<file path="config.mk">
export PLATFORM = sky130hd
export DESIGN_NAME = gb_timer_flat
export DESIGN_NICKNAME = d
export VERILOG_FILES = /design/src/rtl/gb_timer_if.sv /design/src/rtl/gb_timer.sv /design/src/flat_wrapper.sv
export SDC_FILE = /design/constraint.sdc
export NUM_CORES = 1
export LEC_CHECK = 0
export BUFFER_PORTS_ARGS = -buffer_cell sky130_fd_sc_hd__buf_2
export CAP_MARGIN = 20
export CORE_UTILIZATION = 25
export CTS_BUF_LIST = sky130_fd_sc_hd__clkbuf_4 sky130_fd_sc_hd__clkbuf_8 sky130_fd_sc_hd__clkbuf_16
export DETAILED_ROUTE_END_ITERATION = 7
export HOLD_SLACK_MARGIN = 0.05
export PLACE_DENSITY = 0.47
export REMOVE_ABC_BUFFERS = 1
export SYNTH_ARGS = -nofsm -noshare
export SYNTH_HDL_FRONTEND = slang
export SYNTH_SLANG_ARGS = --single-unit
export TNS_END_PERCENT = 50
</file>
<file path="constraint.sdc">
create_clock -name clock -period 3.2 [get_ports clock]
set_input_delay 0.16 -clock clock [delete_from_list [all_inputs] [get_ports clock]]
set_output_delay 0.16 -clock clock [all_outputs]
set_load 0.1 [all_outputs]
</file>
<file path="src/rtl/gb_timer_if.sv">
// rtl/gb_timer_if.sv - CPU bus and interrupt signals of the gb_timer block
interface gb_timer_if;
  logic [15:0] cpu_addr;
  logic [7:0]  cpu_data_in;
  logic        cpu_wren;
  logic [7:0]  data_out;
  logic        sel;
  logic        timer_int;

  modport master (
    output cpu_addr, cpu_data_in, cpu_wren,
    input  data_out, sel, timer_int
  );

  modport slave (
    input  cpu_addr, cpu_data_in, cpu_wren,
    output data_out, sel, timer_int
  );
endinterface

</file>
<file path="src/rtl/gb_timer.sv">
// rtl/gb_timer.sv - DIV/TIMA/TMA/TAC timer with delayed TMA reload and interrupt pulse
module gb_timer #(
  parameter logic [15:0] BASE_ADDR    = 16'hFF04,
  parameter int          RELOAD_DELAY = 4
) (
  input  logic      clock,
  input  logic      reset,
  gb_timer_if.slave bus
);
  typedef enum logic {IDLE, RELOAD} state_t;

  localparam logic [2:0] RELOAD_INIT = 3'(RELOAD_DELAY - 1);

  state_t      state;
  logic [15:0] div_cnt;
  logic [15:0] div_next;
  logic [7:0]  tima;
  logic [7:0]  tma;
  logic [7:0]  tma_next;
  logic [2:0]  tac;
  logic [2:0]  tac_next;
  logic [2:0]  reload_cnt;
  logic        in_prev;
  logic        in_next;
  logic        tbit_next;
  logic        fall;
  logic        timer_int_q;
  logic [15:0] offset;
  logic        wr_div;
  logic        wr_tima;
  logic        wr_tma;
  logic        wr_tac;

  assign offset  = bus.cpu_addr - BASE_ADDR;
  assign bus.sel = (offset[15:2] == 14'd0);
  assign wr_div  = bus.cpu_wren & bus.sel & (offset[1:0] == 2'd0);
  assign wr_tima = bus.cpu_wren & bus.sel & (offset[1:0] == 2'd1);
  assign wr_tma  = bus.cpu_wren & bus.sel & (offset[1:0] == 2'd2);
  assign wr_tac  = bus.cpu_wren & bus.sel & (offset[1:0] == 2'd3);

  assign div_next = wr_div ? 16'd0 : div_cnt + 16'd1;
  assign tac_next = wr_tac ? bus.cpu_data_in[2:0] : tac;
  assign tma_next = wr_tma ? bus.cpu_data_in : tma;

  // Edge detect on post-edge values, so DIV/TAC write glitches count on the write edge itself
  always_comb begin
    tbit_next = 1'b0;
    case (tac_next[1:0])
      2'd0:    tbit_next = div_next[9];
      2'd1:    tbit_next = div_next[3];
      2'd2:    tbit_next = div_next[5];
      default: tbit_next = div_next[7];
    endcase
  end

  assign in_next = tac_next[2] & tbit_next;
  assign fall    = in_prev & ~in_next;

  always_ff @(posedge clock) begin
    if (reset) begin
      state       <= IDLE;
      div_cnt     <= 16'd0;
      tima        <= 8'd0;
      tma         <= 8'd0;
      tac         <= 3'd0;
      reload_cnt  <= 3'd0;
      in_prev     <= 1'b0;
      timer_int_q <= 1'b0;
    end else begin
      div_cnt     <= div_next;
      tac         <= tac_next;
      tma         <= tma_next;
      in_prev     <= in_next;
      timer_int_q <= 1'b0;
      case (state)
        IDLE: begin
          if (wr_tima) begin
            tima <= bus.cpu_data_in;
          end else if (fall) begin
            if (tima == 8'hFF) begin
              tima       <= 8'd0;
              reload_cnt <= RELOAD_INIT;
              state      <= RELOAD;
            end else begin
              tima <= tima + 8'd1;
            end
          end
        end
        RELOAD: begin
          if (wr_tima) begin
            tima  <= bus.cpu_data_in;
            state <= IDLE;
          end else if (reload_cnt == 3'd0) begin
            tima        <= tma_next;
            timer_int_q <= 1'b1;
            state       <= IDLE;
          end else begin
            reload_cnt <= reload_cnt - 3'd1;
          end
        end
        default: state <= IDLE;
      endcase
    end
  end

  assign bus.timer_int = timer_int_q;

  always_comb begin
    bus.data_out = 8'hFF;
    if (bus.sel) begin
      case (offset[1:0])
        2'd0:    bus.data_out = div_cnt[15:8];
        2'd1:    bus.data_out = tima;
        2'd2:    bus.data_out = tma;
        default: bus.data_out = {5'b11111, tac};
      endcase
    end
  end
endmodule

</file>
<file path="src/flat_wrapper.sv">
// flat-port wrapper written by rule: the top's interface ports become plain ports
module gb_timer_flat 
#(
  parameter logic [15:0] BASE_ADDR    = 16'hFF04,
  parameter int          RELOAD_DELAY = 4
)
  (clock, reset, bus_cpu_addr, bus_cpu_data_in, bus_cpu_wren, bus_data_out, bus_sel, bus_timer_int);
  gb_timer_if bus_i ();
  input  logic clock;
  input  logic reset;
  input wire logic [$bits(bus_i.cpu_addr)-1:0] bus_cpu_addr;
  input wire logic [$bits(bus_i.cpu_data_in)-1:0] bus_cpu_data_in;
  input wire logic [$bits(bus_i.cpu_wren)-1:0] bus_cpu_wren;
  output wire logic [$bits(bus_i.data_out)-1:0] bus_data_out;
  output wire logic [$bits(bus_i.sel)-1:0] bus_sel;
  output wire logic [$bits(bus_i.timer_int)-1:0] bus_timer_int;
  assign bus_i.cpu_addr = bus_cpu_addr;
  assign bus_i.cpu_data_in = bus_cpu_data_in;
  assign bus_i.cpu_wren = bus_cpu_wren;
  assign bus_data_out = bus_i.data_out;
  assign bus_sel = bus_i.sel;
  assign bus_timer_int = bus_i.timer_int;
  gb_timer #(.BASE_ADDR(BASE_ADDR), .RELOAD_DELAY(RELOAD_DELAY)) u_core (.clock(clock), .reset(reset), .bus(bus_i));
endmodule
</file>
Word-level counts from Yosys, hierarchy flattened. Cells that the tools add are included.

Register bits after elaboration: 41. Logic and storage cells: 68. Output and inout bits: 10.

Mux-type cells: 25. Bitwise logic cells: 9. Add/sub/neg operators: 4. Reductions and logical operators: 8. Equality and inequality tests: 13.

Operators by type and width (count): $mux W8 (7); $pmux W8 S3 (1); $mux W3 (6); $add A16 B1 Y16 const B (1); $pmux W8 S2 (1); $sub A16 B16 Y16 const B (1); $logic_not A14 Y1 (1); $mux W10 (1); $add A8 B1 Y8 const B (1); $eq A8 B8 Y1 const B (1); $and A1 B1 Y1 (7); $eq A2 B2 Y1 const B (3); $mux W1 (6); $ne A2 B2 Y1 const B (3); $pmux W3 S2 (1); $reduce_and A5 Y1 (1); $eq A2 B1 Y1 const B (2); $logic_not A2 Y1 (2); $ne A2 B1 Y1 const B (2); $logic_not A3 Y1 (1); $ne A3 B1 Y1 const B (1); $ne A3 B3 Y1 const B (1); $pmux W1 S3 (1); $reduce_or A3 Y1 (1); 5 further kinds (6).

Depth between registers and ports, before layout.
Depth after elaboration: 13. Gate-level depth with buffers: 11. Gate-level depth less buffers: 9.

Least setup slack after synthesis. No wires, ideal clock.

Path type: input port to output port. Start: input bus_cpu_addr[3]. End: output bus_data_out[3]. Arrival time: 3402 ps. Buffers on the path: 2. Stages on the path: 6. Setup slack: -362 ps. Data required time: 3040 ps. Path through: or4b_1 -> or4_4 -> buf_6 -> inv_1 -> clkbuf_1 -> nand2_1.

Cells in the longest elaborated chain, start to end: 3.

RTL lines: from (decl) (line flat_wrapper.sv:11) `input wire logic [$bits(bus_i.cpu_addr)-1:0] bus_cpu_addr;`; $sub A16 B16 Y16 (line gb_timer.sv:34) `assign offset = bus.cpu_addr - BASE_ADDR;`; $logic_not A14 Y1 (line gb_timer.sv:35) `assign bus.sel = (offset[15:2] == 14'd0);`; net bus_sel (line flat_wrapper.sv:15) `output wire logic [$bits(bus_i.sel)-1:0] bus_sel;`; $mux W8 (line gb_timer.sv:110) `if (bus.sel) begin`; to (decl) (line flat_wrapper.sv:14) `output wire logic [$bits(bus_i.data_out)-1:0] bus_data_out;`.

The timed path passes the listed nets, and every way through them passes these cells.

Final worst setup path.
Start: input bus_cpu_addr[3]. End: register u_core.tima[6].

Cells in the longest elaborated chain, start to end: 12. Elaborated cells on any way between the ends: 24. Those cells by class: 1 x add/sub; 4 x eq/ne; 8 x mux; 8 x bitwise; 3 x reduce/logical.

RTL lines: $sub A16 B16 Y16 (*) (line gb_timer.sv:34); $logic_not A14 Y1 (*) (line gb_timer.sv:35); $and A1 B1 Y1 (*); $and A1 B1 Y1 (line gb_timer.sv:39) `assign wr_tac = bus.cpu_wren & bus.sel & (offset[1:0] == 2'd3);`; $mux W3 (line gb_timer.sv:42) `assign tac_next = wr_tac ? bus.cpu_data_in[2:0] : tac;`; $eq A2 B2 Y1, or another cell as far along (line gb_timer.sv:48) `case (tac_next[1:0])`; $pmux W1 S3 (line gb_timer.sv:48); $and A1 B1 Y1 (line gb_timer.sv:56) `assign in_next = tac_next[2] & tbit_next;`; $not A1 Y1 (line gb_timer.sv:57) `assign fall = in_prev & ~in_next;`; $and A1 B1 Y1 (line gb_timer.sv:57); $ne A3 B1 Y1 (no source line); $reduce_and A2 Y1 (no source line); to (signal assigned) (line gb_timer.sv:78) `tima <= bus.cpu_data_in;`; to (signal assigned) (line gb_timer.sv:85) `tima <= tima + 8'd1;`; to (signal assigned) (line gb_timer.sv:91) `tima <= bus.cpu_data_in;`; to (decl) (line gb_timer.sv:17) `logic [7:0] tima;`.

Mark *: on every way between the ends. The rest lies on a longest branch, timed or not. The select of a mux whose other input is x is not followed. A chain may end at the register's enable or synchronous reset.

==> out/metrics.csv <==
stage,metric,value,unit
power,Design Power,953,uW
setup_path,CP max FO,11,
setup_path,CP most frequent cell,or4_4,
sta,Fmax,366,MHz
route,routed length per instance,13.7,um
power,cell area power density,334,nW/um^2
setup_path,r2r setup slk,990,ps
clocking,worst skew pair latency,290,ps
power,VDD IR max,0.147,mV
setup_path,combined buffer and inverter count along the critical path,1,
grt,GRT Total Usage,13.2,%
yosys,Synth Instances,285,
grt,GRT busiest layer,met2,
grt,gr ovfl total,0,
sta,unrepaired setup endpoints after global routing,false,
route,TritonRoute pass-1 iters,4,
floorplan,Initial Util,26.0,%
floorplan,die height,101,um
floorplan,Die X,101,um
yosys,"Top FF cell, synth",dfxtp_1,
yosys,largest cells by area after synthesis,"dfxtp_1 (34%), nand2_1 (5.0%), nor2_1 (4.8%)",
clocking,Clock Path Buffers,2,
setup_path,r2r worst-path depth,8,
place,Port Buf Inserts,36,
grt,first-pass GRT wire length,10500,um
finish,most frequent cells in the layout,"dfxtp_1 (41), buf_2 (36), nand2_1 (32)",
yosys,Async SR Flop Fraction,0,%
clocking,post_cts resized,0,
floorplan,Die ar.,10100,um^2
yosys,Synth Warn #,0,
setup_path,crit-path cells,buf_2 -> or4b_1 -> or4_4 -> or4_4 -> a22oi_2 -> a21oi_2 -> o211ai_4 -> and2_4 -> a311oi_2,
place,DP Wirelength,4730,um
clocking,Sink Count,41,
yosys,number of flops mapped to enable cells by yosys,0,
yosys,Synth area leader,dfxtp_1,
yosys,syn avg cell area,8.51,um^2
setup_path,CP arrival,2910,ps
finish,Final Util,30.5,%
yosys,"Seq/Total Area, Yosys",33.8,%
yosys,Synth Register Bits,41,
setup_path,crit path kind,input pin to flop,
min_path,hold depth,3,
floorplan,Ports,37,
grt,initial antenna violation count,0,
setup_path,CP Capture Type,flop,
clocking,hold buffer count at CTS,0,
setup_path,startpoint type of the worst setup path,input pin,
sta,Rel. slew slack,56.9,%
sta,Tmin final,2730,ps
clocking,htree depth,2,
grt,met2 GRT Util,21.6,%
sta,Least-Margin Pin Slew,647,ps
min_path,HP Class,input pin to flop,
sta,crit share post-route,85.4,%
sta,Final Hold Viols,0,
clocking,"Setup Fix Bufs, Post-CTS",0,
sta,"Slew Viols, Final",0,
place,Routability Congestion,0.814,
grt,met1 usage,17.8,%
route,post-route ant nets,0,
route,via/cell ratio,4.70,
finish,share of layout cells above drive strength 1,24.1,%
grt,met3 GRT Util,2.08,%
finish,fin nets,353,
setup_path,"Largest stage delay, worst path",620,ps
setup_path,"CP delay by family, top",simple AND/OR/NAND/NOR gates,
route,Post-Route WL,6190,um
job,Max-cap violations,0,
clocking,"CTS clk-pin slew, worst paths",80,ps
setup_path,Critical-path top delay cell,or4_4,
route,initial DRC count,58,
route,DRC,0,
clocking,total CTS buffers,5,
sta,Final setup viols,0,
status,outcome,"finished, final reports clean",
sta,Post-Route Skew,6.19,ps
grt,largest net degree at the start of global routing,30,
finish,Ant. Diodes,0,
floorplan,Placeable Area,9330,um^2
grt,vias in the first global route,2139,
yosys,Netlist cell types,53,
floorplan,FP Rows,35,
setup_path,critical path required time,3380,ps
clocking,Clk Tree Root Cell,clkbuf_8,
route,Vias,2123,
setup_path,Crit path depth,9,
clocking,CTS tree,built,
finish,synth-to-layout area growth,17.4,%
yosys,Post-Syn Area,2430,um^2
yosys,top-area cell type share of the netlist area,33.8,%
finish,"commonest non-fill, non-tap cell in the layout",dfxtp_1,
power,leak pwr,1.04,nW
==> stage by stage <==
step	TNS [ps]	cells	hold WS [ps]	area [um^2]	worst slack, ps
after global routing	0	452	107	2850	355
after CTS	0	452	103	2850	464
after global placement	0	444	413	2750	191
after detailed placement	0	444	418	2750	148
final	0	452	110	2850	468
after floorplan	-86.6	272	225	2350	-40.5
==> metal layers <==
metal | vias up | part of all wire (%) | wire length [um]
li1 | 1092 | - | -
met1 | 1002 | 50 | 3090
met2 | 23 | 47 | 2900
met3 | 6 | 1.9 | 117
met4 | 0 | 1.4 | 86
met5 | - | 0 | 0
==> cell families (layout without fill, tap and decap cells) <==
group | count (synthesis) | after routing | synth area share, %
buf+inv | 27 | 65 | 5.16
simple gates | 115 | 115 | 24.8
compound gates | 67 | 67 | 20.4
fa+ha+maj | 4 | 4 | 2.06
xor+xnor | 18 | 18 | 6.50
mux | 13 | 13 | 7.27
flops | 41 | 41 | 33.8
==> state kept, by name, indices dropped and copies added, names as in the netlist <==
name / flops
u_core.div_cnt: 16
u_core.tima: 8
u_core.tma: 8
u_core.reload_cnt: 3
u_core.tac: 3
u_core.bus.timer_int: 1
u_core.in_prev: 1
u_core.state: 1
==> where the power goes <==
group | switching, mW | total [mW] | internal [mW]
clock network | 0.182 | 0.378 | 0.195
registers | 0.00377 | 0.517 | 0.513
logic | 0.0347 | 0.0585 | 0.0238
==> path summary, 6_finish.rpt <==
kind	start	to
setup reg to reg	u_core.tima[0]	u_core.reload_cnt[2]
setup / recovery	bus_cpu_addr[3]	u_core.tima[6]
hold reg to reg	u_core.reload_cnt[2]	u_core.bus.timer_int
hold / removal	bus_cpu_data_in[3]	u_core.tma[3]
==> worst reg2reg max path: stages, from the launching register on <==
cell	delay [ps]
dfxtp_1	360
ha_1	240
and3_1	200
and3_1	210
a31oi_1	490
nor2b_1	150
and3_1	220
o21ai_1	130
o31ai_1	80
==> cell type report <==
class / count / area, um^2
Clock buffer: 7 / 96.3
Tap cell: 129 / 161
Timing Repair Buffer: 43 / 233
Clock inverter: 1 / 5.00
Multi-Input combinational cell: 217 / 1480
Inverter: 14 / 52.6
Fill cell: 1007 / 6480
Sequential cell: 41 / 821
==> cells in the mapped netlist (all sizes together), types with 8 or more instances <==
library cell / count
nor2: 31
xnor2: 9
xor2: 9
nand3: 12
nand2b: 8
o21ai: 10
a21oi: 19
inv: 14
clkbuf: 10
o22ai: 8
dfxtp: 41
nand2: 32
Note: power is estimated with default switching activity, not from simulation.
